**src/rtl/stream_nasti_mover_ctrl.sv**
```systemverilog
// Round-robin command scheduler that shares one stream-to-NASTI mover between NUM_REQ DMA requesters.
// Optional watchdog is compiled in with `define STREAM_MOVER_CTRL_WDT_EN.
module stream_nasti_mover_ctrl #(
  parameter int ADDR_WIDTH    = 64,
  parameter int DATA_WIDTH    = 64,
  parameter int NUM_REQ       = 4,
  parameter int TIMEOUT_WIDTH = 20,
  localparam int ADDR_SHIFT   = $clog2(DATA_WIDTH / 8),
  localparam int ID_W         = (NUM_REQ > 1) ? $clog2(NUM_REQ) : 1,
  localparam int CMD_W        = ADDR_WIDTH - ADDR_SHIFT + 24
) (
  input  logic                          aclk,
  input  logic                          aresetn,
  input  logic [NUM_REQ-1:0]            req_valid,
  output logic [NUM_REQ-1:0]            req_ready,
  input  logic [NUM_REQ*ADDR_WIDTH-1:0] req_addr,
  input  logic [NUM_REQ*16-1:0]         req_length,
  output logic                          mv_r_valid,
  input  logic                          mv_r_ready,
  output logic                          cmd_valid,
  output logic [CMD_W-1:0]              cmd_data,
  input  logic                          cmd_ready,
  output logic                          done_valid,
  output logic [ID_W-1:0]               done_id,
  output logic [1:0]                    done_status,
  output logic                          busy,
  output logic                          timeout
);

  typedef enum logic [2:0] {
    IDLE  = 3'd0,
    START = 3'd1,
    CMD   = 3'd2,
    BUSY  = 3'd3,
    PARK  = 3'd4,
    HALT  = 3'd5
  } state_t;

  state_t                          state_r, state_nxt_s;
  logic [ID_W-1:0]                 last_grant_r, cur_id_r;
  logic [ID_W-1:0]                 grant_id_s, scan_id_s, done_id_s;
  logic                            grant_found_s, take_s, done_set_s, wdt_fire_s;
  logic                            unused_addr_s;
  logic [1:0]                      done_status_s;
  logic [ADDR_WIDTH-ADDR_SHIFT-1:0] sel_addr_s;
  logic [15:0]                     sel_len_s;
  logic [CMD_W-1:0]                cmd_data_r;
  logic                            done_valid_r;
  logic [ID_W-1:0]                 done_id_r;
  logic [1:0]                      done_status_r;

  // Round-robin scan: first valid requester after last_grant, wrapping.
  always_comb begin
    grant_found_s = 1'b0;
    grant_id_s    = '0;
    scan_id_s     = '0;
    for (int off = 1; off <= NUM_REQ; off++) begin
      scan_id_s = ID_W'((int'(last_grant_r) + off) % NUM_REQ);
      if (!grant_found_s && req_valid[scan_id_s]) begin
        grant_found_s = 1'b1;
        grant_id_s    = scan_id_s;
      end else begin
        grant_found_s = grant_found_s;
      end
    end
  end

  // Payload mux for the winning requester; sub-beat address bits are dropped.
  always_comb begin
    sel_addr_s    = '0;
    sel_len_s     = 16'd0;
    unused_addr_s = 1'b0;
    for (int i = 0; i < NUM_REQ; i++) begin
      unused_addr_s = unused_addr_s ^ (^req_addr[i*ADDR_WIDTH +: ADDR_SHIFT]);
      if (grant_id_s == ID_W'(i)) begin
        sel_addr_s = req_addr[i*ADDR_WIDTH+ADDR_SHIFT +: ADDR_WIDTH-ADDR_SHIFT];
        sel_len_s  = req_length[i*16 +: 16];
      end else begin
        sel_len_s  = sel_len_s;
      end
    end
  end

  assign take_s     = grant_found_s && ((state_r == IDLE) || (state_r == PARK));
  assign req_ready  = take_s ? (NUM_REQ'(1) << grant_id_s) : '0;
  assign busy       = (state_r == START) || (state_r == CMD) || (state_r == BUSY);
  assign mv_r_valid = (state_r == START);
  assign cmd_valid  = (state_r == CMD);
  assign cmd_data   = cmd_data_r;
  assign done_valid = done_valid_r;
  assign done_id    = done_id_r;
  assign done_status = done_status_r;

`ifdef STREAM_MOVER_CTRL_WDT_EN
  logic [TIMEOUT_WIDTH-1:0] wdt_cnt_r;
  logic                     timeout_r;

  assign wdt_fire_s = busy && (&wdt_cnt_r);
  assign timeout    = timeout_r;

  // Watchdog restarts with every accepted job so a long PARK never leaks into the next one.
  always_ff @(posedge aclk or negedge aresetn) begin
    if (!aresetn) begin
      wdt_cnt_r <= '0;
      timeout_r <= 1'b0;
    end else begin
      if (take_s) begin
        wdt_cnt_r <= '0;
      end else if (busy) begin
        wdt_cnt_r <= wdt_cnt_r + TIMEOUT_WIDTH'(1);
      end
      if (wdt_fire_s) begin
        timeout_r <= 1'b1;
      end
    end
  end
`else
  localparam int unused_timeout_width = TIMEOUT_WIDTH;
  assign wdt_fire_s = 1'b0;
  assign timeout    = 1'b0;
`endif

  // Next-state and completion decode.
  always_comb begin
    state_nxt_s   = state_r;
    done_set_s    = 1'b0;
    done_status_s = 2'd0;
    done_id_s     = cur_id_r;
    if (wdt_fire_s) begin
      state_nxt_s   = HALT;
      done_set_s    = 1'b1;
      done_status_s = 2'd3;
    end else begin
      case (state_r)
        IDLE, PARK: begin
          if (take_s && (sel_len_s == 16'd0)) begin
            done_set_s    = 1'b1;
            done_status_s = 2'd2;
            done_id_s     = grant_id_s;
          end else if (take_s) begin
            // From PARK the mover already waits in COMMAND, so skip the start handshake.
            state_nxt_s = (state_r == IDLE) ? START : CMD;
          end else begin
            state_nxt_s = state_r;
          end
        end
        START: state_nxt_s = mv_r_ready ? CMD : START;
        CMD:   state_nxt_s = cmd_ready ? BUSY : CMD;
        BUSY: begin
          if (mv_r_ready) begin
            state_nxt_s   = IDLE;
            done_set_s    = 1'b1;
            done_status_s = 2'd1;
          end else if (cmd_ready) begin
            state_nxt_s   = PARK;
            done_set_s    = 1'b1;
            done_status_s = 2'd0;
          end else begin
            state_nxt_s   = BUSY;
          end
        end
        HALT:    state_nxt_s = HALT;
        default: state_nxt_s = IDLE;
      endcase
    end
  end

  // State register.
  always_ff @(posedge aclk or negedge aresetn) begin
    if (!aresetn) begin
      state_r <= IDLE;
    end else begin
      state_r <= state_nxt_s;
    end
  end

  // Grant bookkeeping, command word and completion report.
  always_ff @(posedge aclk or negedge aresetn) begin
    if (!aresetn) begin
      last_grant_r  <= ID_W'(NUM_REQ - 1);
      cur_id_r      <= '0;
      cmd_data_r    <= '0;
      done_valid_r  <= 1'b0;
      done_id_r     <= '0;
      done_status_r <= 2'd0;
    end else begin
      done_valid_r <= done_set_s;
      if (done_set_s) begin
        done_id_r     <= done_id_s;
        done_status_r <= done_status_s;
      end
      if (take_s) begin
        last_grant_r <= grant_id_s;
        cur_id_r     <= grant_id_s;
        cmd_data_r   <= {sel_addr_s, sel_len_s, 8'h00};
      end
    end
  end

endmodule

```
**config.mk**
```make
export PLATFORM = sky130hd
export DESIGN_NAME = stream_nasti_mover_ctrl
export DESIGN_NICKNAME = d
export VERILOG_FILES = /design/src/rtl/stream_nasti_mover_ctrl.sv
export SDC_FILE = /design/constraint.sdc
export NUM_CORES = 1
export LEC_CHECK = 0
export CAP_MARGIN = 20
export CORE_AREA = 2 2 164 166
export CTS_BUF_LIST = sky130_fd_sc_hd__clkbuf_4 sky130_fd_sc_hd__clkbuf_8
export CTS_CLUSTER_DIAMETER = 50
export DETAILED_ROUTE_END_ITERATION = 8
export DIE_AREA = 0 0 166 168
export SLEW_MARGIN = 20
export SYNTH_ARGS = -nofsm -noshare
export SYNTH_HDL_FRONTEND = slang
export SYNTH_SLANG_ARGS = --single-unit
```
**constraint.sdc**
```tcl
create_clock -name aclk -period 4.1 [get_ports aclk]
set_clock_uncertainty 0.2 [all_clocks]
set_input_delay 0.82 -clock aclk [delete_from_list [all_inputs] [get_ports aclk]]
set_output_delay 0.82 -clock aclk [all_outputs]
set_load 0.02 [all_outputs]
```
---- After elaboration in Yosys (flattened, before gate mapping) ----
Cells that the tools add are included.
word-level totals
  flip-flop bits (word level) ............. 89
  output and inout port bits .............. 98
  word-level logic and storage cells ...... 84
cells by class
  $add $sub $neg .......................... 4
  magnitude comparators ................... 4
  equal/unequal tests ..................... 10
  shift operators ......................... 1
  mux-type cells .......................... 42
  reduce and logical (&&, ||, !) cells .... 16
operator list
  kind                                                                           number
  61-bit 2-to-1 mux                                                              4
  16-bit 2-to-1 mux                                                              4
  2-bit 2-to-1 mux                                                               9
  16-bit zero test                                                               1
  3-bit case mux with 5 select lines                                             1
  1-bit 2-to-1 mux                                                               13
  2-bit by 3-bit less-than comparator with 1-bit output (second input constant)  4
  3-bit 2-to-1 mux                                                               4
  1-bit binary-select mux with 2-bit select                                      4
  3-bit by 2-bit equality test with 1-bit output (second input constant)         2
  3-bit equality test (second input constant)                                    2
  1-bit logical AND                                                              5
  2-bit by 1-bit adder with 2-bit output (second input constant)                 2
  2-bit adder (second input constant)                                            2
  2-bit equality test (second input constant)                                    2
  4-bit 2-to-1 mux                                                               1
  2-bit != test (second input constant)                                          2
  2-bit case mux with 2 select lines                                             1
  1-bit by 2-bit << shifter with 4-bit output (first input constant)             1
  3-bit by 1-bit equality test with 1-bit output (second input constant)         1
  1-bit zero test                                                                3
  3-bit zero test                                                                1
  1-bit logical OR                                                               3
  2-bit by 1-bit equality test with 1-bit output (second input constant)         1
  4 further kinds                                                                4

---- Longest topological paths before layout ----
  depth in word-level cells ............... 22
  gate-level depth with buffers ........... 10
  gate-level depth less buffers ........... 7

---- Worst setup path before layout ----
No wires, ideal clock.
  path type ............................... input to output
  start point ............................. in req_valid[1]
  end point ............................... out req_ready[1]
  arrival ................................. 2.347 ns
  slack ................................... 0.733 ns
  stages on the path ...................... 7
  path through ............................ or2b_1 > a21o_1 > o311a_1 > buf_4 > clkbuf_1 > clkbuf_1 > nor3_1
on the way
  word-level cells in the longest chain between the ends .. 14
  elaborated cells between the ends (all ways) .. 25
ends and longest elaborated chain
  what                                                                                     RTL line  text
  start: declaration                                                                       14        input logic [NUM_REQ-1:0] req_valid,
  1-bit binary-select mux with 2-bit select                                                59        if (!grant_found_s && req_valid[scan_id_s]) begin
  1-bit 2-to-1 mux (not written as such)                                                   59
  1-bit 2-to-1 mux                                                                         59
  1-bit zero test                                                                          59
  1-bit logical AND                                                                        59
  1-bit 2-to-1 mux                                                                         59
  1-bit zero test                                                                          59
  1-bit logical AND                                                                        59
  1-bit 2-to-1 mux                                                                         59
  1-bit zero test                                                                          59
  1-bit logical AND                                                                        59
  2-bit 2-to-1 mux / 1-bit 2-to-1 mux (equally long branches)                              59
  1-bit by 2-bit << shifter with 4-bit output / 1-bit logical AND (equally long branches)  85, 84
  4-bit 2-to-1 mux *                                                                       85        assign req_ready = take_s ? (NUM_REQ'(1) << grant_id_s) : '0;
  end: declaration                                                                         15        output logic [NUM_REQ-1:0] req_ready,
Mark *: on every way between the ends. The rest lies on a longest branch, timed or not. The select of a mux whose other input is x is not followed.

---- Final worst setup path ----
  start point ............................. in req_valid[3]
  end point ............................... out req_ready[1]
Same word-level chain as after synthesis.

==> results.md <==
* Status: completed
* Commonest cells after routing, fill and taps aside: clkdlybuf4s50_1, nand2_1, dfrtp_1, a22oi_1
* Post-CTS sizing at 0
* Sequential-to-total area share from yosys stat at 0.378
* Die X at around 170 microns
* Final hold vios at 0
* Critical path class: primary input to primary output
* Worst-margin pin slew at between 0.7 and 0.8 ns
* CORE AREA at 26400 sq um
* DRT Pass-1 Iters at 4
* RR Endpoint: done_status[0]
* Synth area leaders: dfrtp_1, nand2_1, a22oi_1
* Clk slew on worst S/H paths at around 0.10 ns
* Worst EP arrival at 2.95 ns
* Leakage at ~4.4 nW
* CTS H-tree depth at 3
* Synth Cell Area at 5900 sq um
* Syn_area_per_cell at slightly above 8 sq um
* Crit path launch: req_valid[3]
* Seq cells post-synth at between 80 and 90
* Switching power at approximately 2.8 mW
* Diodes inserted at 0
* Pwr dens at between 600 and 700 nW/um^2
* I/O Pins at 426
* Post-synthesis cell type count at 44
* DR vias at approximately 7000
* Global-route wire length before repair at 38400 microns
* Maxcap violations at 0
* Period utilization at 0.969
* RSZ-0062 raised after global routing: false
* Remaining DRCs at 0
* CTS root buffer: clkbuf_8
* Grt total ovfl at 0
* CP endpoint kind: primary output
* Vias per std cell at roughly 4.7
* Initial Utilization at 0.224
* Relative slew slack at 0.526
* Setup slack, reg-to-reg at between 1 and 1.5 ns
* Design area at ~10000 sq um
* WP data required at 3.08 ns
* Hold buffers post-CTS at 0
* Final setup fails at 0
* Setup_tns at 0 ns
* Asr flop ratio synth at 1.00
* Fraction of layout cells with a size suffix above 1 at 0.0466
* Yosys warns at 0
* Min Tclk post-route at just under 4 ns
* Total wire length at 25200 microns
* Post-CTS Setup Bufs at 0
* CTS Buf Count at 9
* Register Area at 2230 sq um
* Area of the multi-input gates at roughly 3400 sq um
* Avg WL per Cell at ~18 microns
* Nets at between 1000 and 1500
* Total track usage at 0.174
* Commonest non-fill, non-tap cell in the layout: clkdlybuf4s50_1
* Yosys top cell area share at 0.369
* Placed cell area at 10300 sq um
* Starting DRT DRC Count at between 300 and 400
* Number of global-route vias before repair at 6700
* Number of synthesized flops with an enable pin at 0
* Final-report max-slew violation count at 0
* Top_reg_cell synth: dfrtp_1
* Fmax at 0.252 GHz
* Mapped Cells at roughly 730
* Maximum number of pins on one net before global-route repair at 154
* Initial antenna violation count at 1
* Routability-driven placement congestion ratio at ~0.8
* Detailed placement HPWL at 18800 microns
* Deepest clock path buffer count at 2
* Area added between synthesis and finish at 77.6%
* Peak supply drop at 0.425 mV
* Die extent in y at 168 microns
* Sw Ratio at 0.449
* # clock sinks at 89
* CTS tree: built
* Combinational share of power at 0.649
* Maximum fanout along the worst path at 7
* Synth area leader: dfrtp_1
* Sequential share of power at 0.247
* Fillcell total at roughly 2700
* Final core utilization at 0.397
* Worst setup SP type: primary input
* Skew-Pair Late Insertion Delay at about 0.37 ns
* R2R cell count at 8
* Antenna Violating Nets Remaining at 0
* Reg-to-reg startpoint: last_grant_r[1]
* IO Port Bufs at 404
* Die Area at approximately 28000 sq um
* Clock Power Share at 0.104
* Rows at 60
* Hold WC Path Type: primary input to asynchronous set/reset pin
* Int Power at roughly 3.5 mW
==> cell type report <==
type                    count  share of cell area
well taps                 341              0.0407
multi-input cells         564               0.321
repair buffers            425               0.406
clock inverters             4             0.00502
flip-flops and latches     89               0.213
clock buffers              12              0.0146
inverters                   1            0.000358
==> worst max-delay path, cell delays in order <==
cell and delay (ns):
clkdlybuf4s50_1 0.62, nor2b_1 0.29, o21ai_0 0.15, o311a_4 0.18, nor3_1 0.22, clkdlybuf4s50_1 0.67
==> stage by stage <==
stage | total power, mW | setup slack (ns) | cells | hold WS (ns)
2_1_floorplan | 3.97 | 0.733 | 734 | 0.246
3_3_place_gp | 5.70 | 0.166 | 1420 | 0.258
3_5_place_dp | 5.73 | 0.102 | 1420 | 0.265
4_1_cts | 6.43 | 0.0961 | 1436 | 0.111
5_1_grt | 6.82 | 0.00902 | 1436 | 0.116
6_report | 6.33 | 0.125 | 1436 | 0.124
==> cells in the mapped netlist, types with 3 or more instances <==
cell      instances
a311oi_1         44
nand2b_1          4
a22oi_1          58
nor4_1           12
nor2_1           14
nor3_1            3
mux2i_1          10
a21oi_1           5
buf_1             8
and2_1           46
o21ai_0          34
a21o_1           46
a211oi_1         45
buf_2            23
clkbuf_1         36
buf_4            11
nand2_1         202
dfrtp_1          87
and3_1            5
==> kinds of logic after synthesis <==
family | after synthesis | synth area share
compound gates | 245 | 0.307
flops | 89 | 0.378
simple gates | 298 | 0.228
xor+xnor | 1 | 0.00149
mux | 11 | 0.0189
other cells | 1 | 0.000636
buf+inv | 81 | 0.0660
==> power by group through the flow <==
stage	Clock [mW]	Combinational, mW	Sequential, mW
floorplan	0	1.98	1.99
global placement	0	4.14	1.56
detailed placement	0	4.16	1.58
CTS	0.699	4.17	1.56
global route	0.730	4.46	1.62
finish	0.658	4.11	1.56
==> flip-flops by register name, indices dropped and copies added (netlist names) <==
signal and cells:
done_status 2, cur_id_r 2, state_r 3, last_grant_r 2, cmd_data 77, done_id 2
done_valid 1
==> how the worst max path moves through the flow <==
stage                              end  cells after the start
after global routing      req_ready[1]                      6
after detailed placement  req_ready[1]                      6
after floorplan           req_ready[1]                      7
after CTS                 req_ready[1]                      6
after global placement    req_ready[1]                      6
final                     req_ready[1]                      6
==> routing by layer <==
layer	share of wire	up-vias	global-route usage
met5	0.00040	-	0
met4	0.026	2	0.0635
met3	0.086	36	0.0590
met2	0.48	278	0.295
met1	0.41	3159	0.206
li1	-	3337	-
Power figures use the tool's default switching activity.
